--- src/rtl/wb_write_arbiter.sv ---
// Register-file write-port arbiter: pipeline writeback has priority, multiply/divide
// results are buffered in a small FIFO and drained into free writeback slots.
module wb_write_arbiter #(
    parameter int unsigned DEPTH        = 2,
    parameter int unsigned STARVE_LIMIT = 4
) (
    input  logic                     clk,
    input  logic                     rst,
    input  logic                     pipe_regwrite,
    input  logic [4:0]               pipe_rd,
    input  logic [31:0]              pipe_data,
    input  logic                     md_valid,
    input  logic [4:0]               md_rd,
    input  logic [31:0]              md_data,
    output logic                     md_ready,
    input  logic [4:0]               q_rs1,
    input  logic [4:0]               q_rs2,
    input  logic [4:0]               q_rd,
    output logic                     pend_rs1,
    output logic                     pend_rs2,
    output logic                     pend_rd,
    output logic                     stall_req,
    output logic                     rf_regwrite,
    output logic [4:0]               rf_writereg,
    output logic [31:0]              rf_writedata,
    output logic [$clog2(DEPTH):0]   fifo_count
);

    localparam int unsigned AW = $clog2(DEPTH);
    localparam int unsigned CW = AW + 1;
    localparam int unsigned SW = $clog2(STARVE_LIMIT + 1);

    logic [4:0]       r_rd   [DEPTH];
    logic [31:0]      r_data [DEPTH];
    logic [DEPTH-1:0] r_vld;
    logic [AW-1:0]    r_wr_ptr;
    logic [AW-1:0]    r_rd_ptr;
    logic [CW-1:0]    r_count;
    logic [SW-1:0]    r_starve;
    logic             r_stall;
    logic             r_rf_we;
    logic [4:0]       r_rf_rd;
    logic [31:0]      r_rf_data;

    logic             w_slot_used;
    logic             w_ready;
    logic             w_push;
    logic             w_pop;
    logic [CW-1:0]    w_count_nxt;
    logic [SW-1:0]    w_starve_nxt;
    logic             w_rf_we_nxt;
    logic [4:0]       w_rf_rd_nxt;
    logic [31:0]      w_rf_data_nxt;
    logic             w_pend_rs1;
    logic             w_pend_rs2;
    logic             w_pend_rd;

    // Slot decision, FIFO bookkeeping and starvation tracking.
    always_comb begin
        w_slot_used   = pipe_regwrite && (pipe_rd != 5'd0);
        w_ready       = (r_count < CW'(DEPTH));
        w_push        = md_valid && w_ready && (md_rd != 5'd0);
        w_pop         = !w_slot_used && (r_count != CW'(0));
        w_count_nxt   = r_count;
        w_starve_nxt  = r_starve;
        w_rf_we_nxt   = 1'b0;
        w_rf_rd_nxt   = 5'd0;
        w_rf_data_nxt = 32'd0;

        if (w_push && !w_pop) begin
            w_count_nxt = r_count + CW'(1);
        end else if (w_pop && !w_push) begin
            w_count_nxt = r_count - CW'(1);
        end

        if ((r_count == CW'(0)) || w_pop) begin
            w_starve_nxt = SW'(0);
        end else if (r_starve < SW'(STARVE_LIMIT)) begin
            w_starve_nxt = r_starve + SW'(1);
        end

        if (w_slot_used) begin
            w_rf_we_nxt   = 1'b1;
            w_rf_rd_nxt   = pipe_rd;
            w_rf_data_nxt = pipe_data;
        end else if (w_pop) begin
            w_rf_we_nxt   = 1'b1;
            w_rf_rd_nxt   = r_rd[r_rd_ptr];
            w_rf_data_nxt = r_data[r_rd_ptr];
        end
    end

    // Hazard lookups: an entry stays pending through its pop cycle.
    always_comb begin
        w_pend_rs1 = 1'b0;
        w_pend_rs2 = 1'b0;
        w_pend_rd  = 1'b0;
        for (int unsigned i = 0; i < DEPTH; i++) begin
            if (r_vld[AW'(i)]) begin
                if (r_rd[AW'(i)] == q_rs1) w_pend_rs1 = 1'b1;
                if (r_rd[AW'(i)] == q_rs2) w_pend_rs2 = 1'b1;
                if (r_rd[AW'(i)] == q_rd)  w_pend_rd  = 1'b1;
            end
        end
        w_pend_rs1 = w_pend_rs1 && (q_rs1 != 5'd0);
        w_pend_rs2 = w_pend_rs2 && (q_rs2 != 5'd0);
        w_pend_rd  = w_pend_rd  && (q_rd  != 5'd0);
    end

    always_ff @(posedge clk or negedge rst) begin
        if (!rst) begin
            for (int unsigned i = 0; i < DEPTH; i++) begin
                r_rd[AW'(i)]   <= 5'd0;
                r_data[AW'(i)] <= 32'd0;
            end
            r_vld     <= '0;
            r_wr_ptr  <= '0;
            r_rd_ptr  <= '0;
            r_count   <= '0;
            r_starve  <= '0;
            r_stall   <= 1'b0;
            r_rf_we   <= 1'b0;
            r_rf_rd   <= 5'd0;
            r_rf_data <= 32'd0;
        end else begin
            // Push and pop never target the same slot: push needs room, pop needs data.
            if (w_pop) begin
                r_vld[r_rd_ptr] <= 1'b0;
                r_rd_ptr        <= r_rd_ptr + AW'(1);
            end
            if (w_push) begin
                r_rd[r_wr_ptr]   <= md_rd;
                r_data[r_wr_ptr] <= md_data;
                r_vld[r_wr_ptr]  <= 1'b1;
                r_wr_ptr         <= r_wr_ptr + AW'(1);
            end
            r_count   <= w_count_nxt;
            r_starve  <= w_starve_nxt;
            r_stall   <= (w_starve_nxt == SW'(STARVE_LIMIT));
            r_rf_we   <= w_rf_we_nxt;
            r_rf_rd   <= w_rf_rd_nxt;
            r_rf_data <= w_rf_data_nxt;
        end
    end

    assign md_ready     = rst && w_ready;
    assign pend_rs1     = w_pend_rs1;
    assign pend_rs2     = w_pend_rs2;
    assign pend_rd      = w_pend_rd;
    assign stall_req    = r_stall;
    assign rf_regwrite  = r_rf_we;
    assign rf_writereg  = r_rf_rd;
    assign rf_writedata = r_rf_data;
    assign fifo_count   = r_count;

endmodule

--- config.mk ---
export PLATFORM = sky130hd
export DESIGN_NAME = wb_write_arbiter
export DESIGN_NICKNAME = d
export VERILOG_FILES = /design/src/rtl/wb_write_arbiter.sv
export SDC_FILE = /design/constraint.sdc
export NUM_CORES = 1
export LEC_CHECK = 0
export BUFFER_PORTS_ARGS = -buffer_cell sky130_fd_sc_hd__buf_2
export CAP_MARGIN = 10
export CORE_ASPECT_RATIO = 0.5
export CORE_MARGIN = 2
export CORE_UTILIZATION = 43
export DETAILED_ROUTE_END_ITERATION = 8
export PLACE_DENSITY = 0.72
export REMOVE_ABC_BUFFERS = 1
export SYNTH_ARGS = -nofsm -noshare
export SYNTH_HDL_FRONTEND = slang
export SYNTH_SLANG_ARGS = --single-unit
export TNS_END_PERCENT = 100
--- constraint.sdc ---
create_clock -name clk -period 1.8 [get_ports clk]
set_clock_uncertainty 0.2 [all_clocks]
set_input_delay 0.45 -clock clk [delete_from_list [all_inputs] [get_ports clk]]
set_output_delay 0.45 -clock clk [all_outputs]
set_load 0.03 [all_outputs]
==> impl_metrics.toml <==
[cells_and_area]
fin_nets = 702
antenna_cells = 0
area_delta_synth_final_pct = 35.5
drive_gt1_share_pct = 50.0
final_cell_mix = "buf_2, dfrtp_1, mux2_2"
design_area_sq_um = 7420
fill_cells = 1034
final_core_util_pct = 59.1
stdcell_count = 790
final_common_cell = "buf_2"

[clock_network]
clock-sinks = 122
clk_pin_slew_ns = 0.05
cts_buffers = 17
clock_latency_ns = 0.40
hold_buffers = 0
clock_path_buffers = 2
h-tree-depth = 4
root_buffer = "clkbuf_16"
cts_tree = "done"

[synthesis]
synth_top_area_cell = "dfrtp_1"
synth_flop_cell = "dfrtp_1"
syn_area_sq_um = 5470
ys_ff_latch = 122
yosys.area.top_type_share_pct = 55.8
synth-async-reset-ratio_pct = 100
synth.area.top_cells = "dfrtp_1, mux2_2, mux2i_1"
synth_cell_types = 31
synth_edf_count = 0
ys_warn_count = 0
syn_inst = 429
ys_seq_area_share_pct = 55.8
syn_area_per_cell_sq_um = 12.8

[global_routing]
grt_max_degree = 123
first_global_vias = 4124
grt_util_all_layers_pct = 19.0
grt_pass1_wl_um = 20200
grt_antenna_before_repair = 0
overflow = 0

[power]
cellPowerDensity_nw_per_um2 = 1790
vdd_drop_max_mv = 0.879
power.leakage_nw = 3.59

[timing]
tightest_slew_ns = 0.665
finalSetupViolCount = 35
whs_ns = -0.0299
slew_headroom_pct = 55.7
fmax_mhz = 420
hold_viol = 32
rsz0062_at_grt = "yes"
min_period_ns = 2.38
report.final.slew_viol_count = 0
finalCritPeriodShare_pct = 132
setup_ws_ns = -0.579

[drt]
routedWlPerCell_um = 15.8
drc = 0
drt-total-wl_um = 12500
ant_nets = 0
first_pass_iters = 4
via_count = 3917
dr.first_iter.drc_count = 204
via_per_inst = 4.96

[placement]
place_hpwl_um = 8400
dpl_cell_area_sq_um = 6620
gp_congestion = 0.837
port_buffers = 137
place_inst = 747

[worst_hold_path]
hold_path.class = "in -> async"

[floorplan]
fp.coreArea_sq_um = 12600
die_w_um = 164
floorplan.initialDensity_pct = 43.6
pin_count = 138
std_cell_rows = 29
fp.dieH_um = 83.8
die-area_sq_um = 13700

[critical_path]
cp_slowest_cell = "dfrtp_2"
worstSetupStartpointType = "register"
critPathMaxStageDelay_ns = 0.44
end_kind = "primary output"
cp_max_fo = 4
cp_cell_sequence = "buf_4, xor2_1, nor4_1, nand3_1, a21oi_2, buf_6"
crit_arrival_ns = 1.73
required_ns = 1.15
path_class = "reg -> out"

[status]
failed_checks = "hold timing, setup timing"
status = "complete, but fails checks"

[flow_run]
cap_violations = 0
power breakdown:
group	internal [mW]	switching [mW]
Clock	2.28	1.15
Combinational	2.47	2.66
Sequential	4.00	0.688
Total	8.75	4.49
layout make-up:
class,count,area (sq um),share of cell area [%]
tap,170,213,2.87
sequential,122,3060,41.3
clock buffer,25,526,7.09
inverter,1,3.75,0.0506
clock inverter,7,85.1,1.15
multi-input combinational,275,2310,31.1
timing repair buffer,190,1220,16.4
synth_stat cells (2+ instances only):
cell type,instances
clkbuf_1,15
mux2i_1,38
o21ai_0,5
or4_1,3
buf_6,5
nor4_1,6
nand3_1,6
dfrtp_1,122
nor3_1,5
buf_2,7
xor2_1,27
a22o_1,10
xnor2_1,8
ha_1,2
o31ai_1,36
nand2_1,43
mux2_2,64
a21oi_1,5
nor2_1,8
buf_1,3
state kept, by name, indices dropped and copies added (netlist names):
| register | flops |
|---|---|
| rf_regwrite | 1 |
| r_starve | 3 |
| r_vld | 2 |
| r_wr_ptr | 1 |
| stall_req | 1 |
| fifo_count | 2 |
| r_rd_ptr | 1 |
| r_rd | 10 |
| rf_writereg | 5 |
| rf_writedata | 32 |
| r_data | 64 |
per-layer routing:
layer | track usage, % | vias to the layer above | routed length [um]
met3 | 4.67 | 13 | 428
met4 | 5.82 | 0 | 148
li1 | - | 1885 | -
met5 | 0 | - | 0
met2 | 32.5 | 73 | 6350
met1 | 23.9 | 1946 | 5590
per-stage QoR:
step	TNS, ns	worst slack (ns)	power [mW]
after global routing	-4.50	-0.682	14.0
after CTS	-1.88	-0.599	13.2
after floorplan	-75.87	-0.748	7.87
after global placement	-22.10	-0.443	9.43
after detailed placement	-25.05	-0.502	9.60
final	-2.02	-0.579	13.2
logic make-up after synthesis:
kind of cell / count (synthesis) / share of synthesized area (%)
AOI/OAI and AO/OA: 59 / 8.23
adders and majority gates: 2 / 0.457
xor gates and xnor gates: 35 / 5.60
muxes: 102 / 20.1
buffers and inverters: 32 / 3.11
DFF: 122 / 55.8
and+or+nand+nor: 77 / 6.68
what timing repair did:
| item | in CTS | in global routing |
|---|---|---|
| resized for setup | 16 | 14 |
| pin swaps | 7 | 24 |
| setup buffers | 5 | 6 |
| setup endpoints to repair | 39 | 7 |
| endpoints found under the hold margin | 0 | 0 |
worst max-delay path: cells and delay by family, from the launching register on:
family | cells | cell delay (ns)
DFF | 1 | 0.44
and+or+nand+nor | 2 | 0.29
AOI/OAI and AO/OA | 1 | 0.15
xor gates and xnor gates | 1 | 0.15
buffers and inverters | 2 | 0.29
final timing paths:
check / slack [ns] / startpoint / cells after the start / to
min in group clk: 0.04 / pipe_data[28] / 3 / rf_writedata[28]$_DFF_PN0_
max in group asynchronous: 0.91 / rst / 2 / r_data[51]$_DFFE_PN0P_
hold / removal: -0.03 / rst / 2 / rf_writedata[17]$_DFF_PN0_
setup reg to reg: -0.02 / fifo_count[1]$_DFFE_PN0P_ / 6 / r_data[9]$_DFFE_PN0P_
hold reg to reg: 0.30 / r_data[8]$_DFFE_PN0P_ / 1 / r_data[8]$_DFFE_PN0P_
setup / recovery: -0.58 / r_rd[2]$_DFFE_PN0P_ / 6 / pend_rs1
No activity file was read; power rests on OpenSTA's default activity.
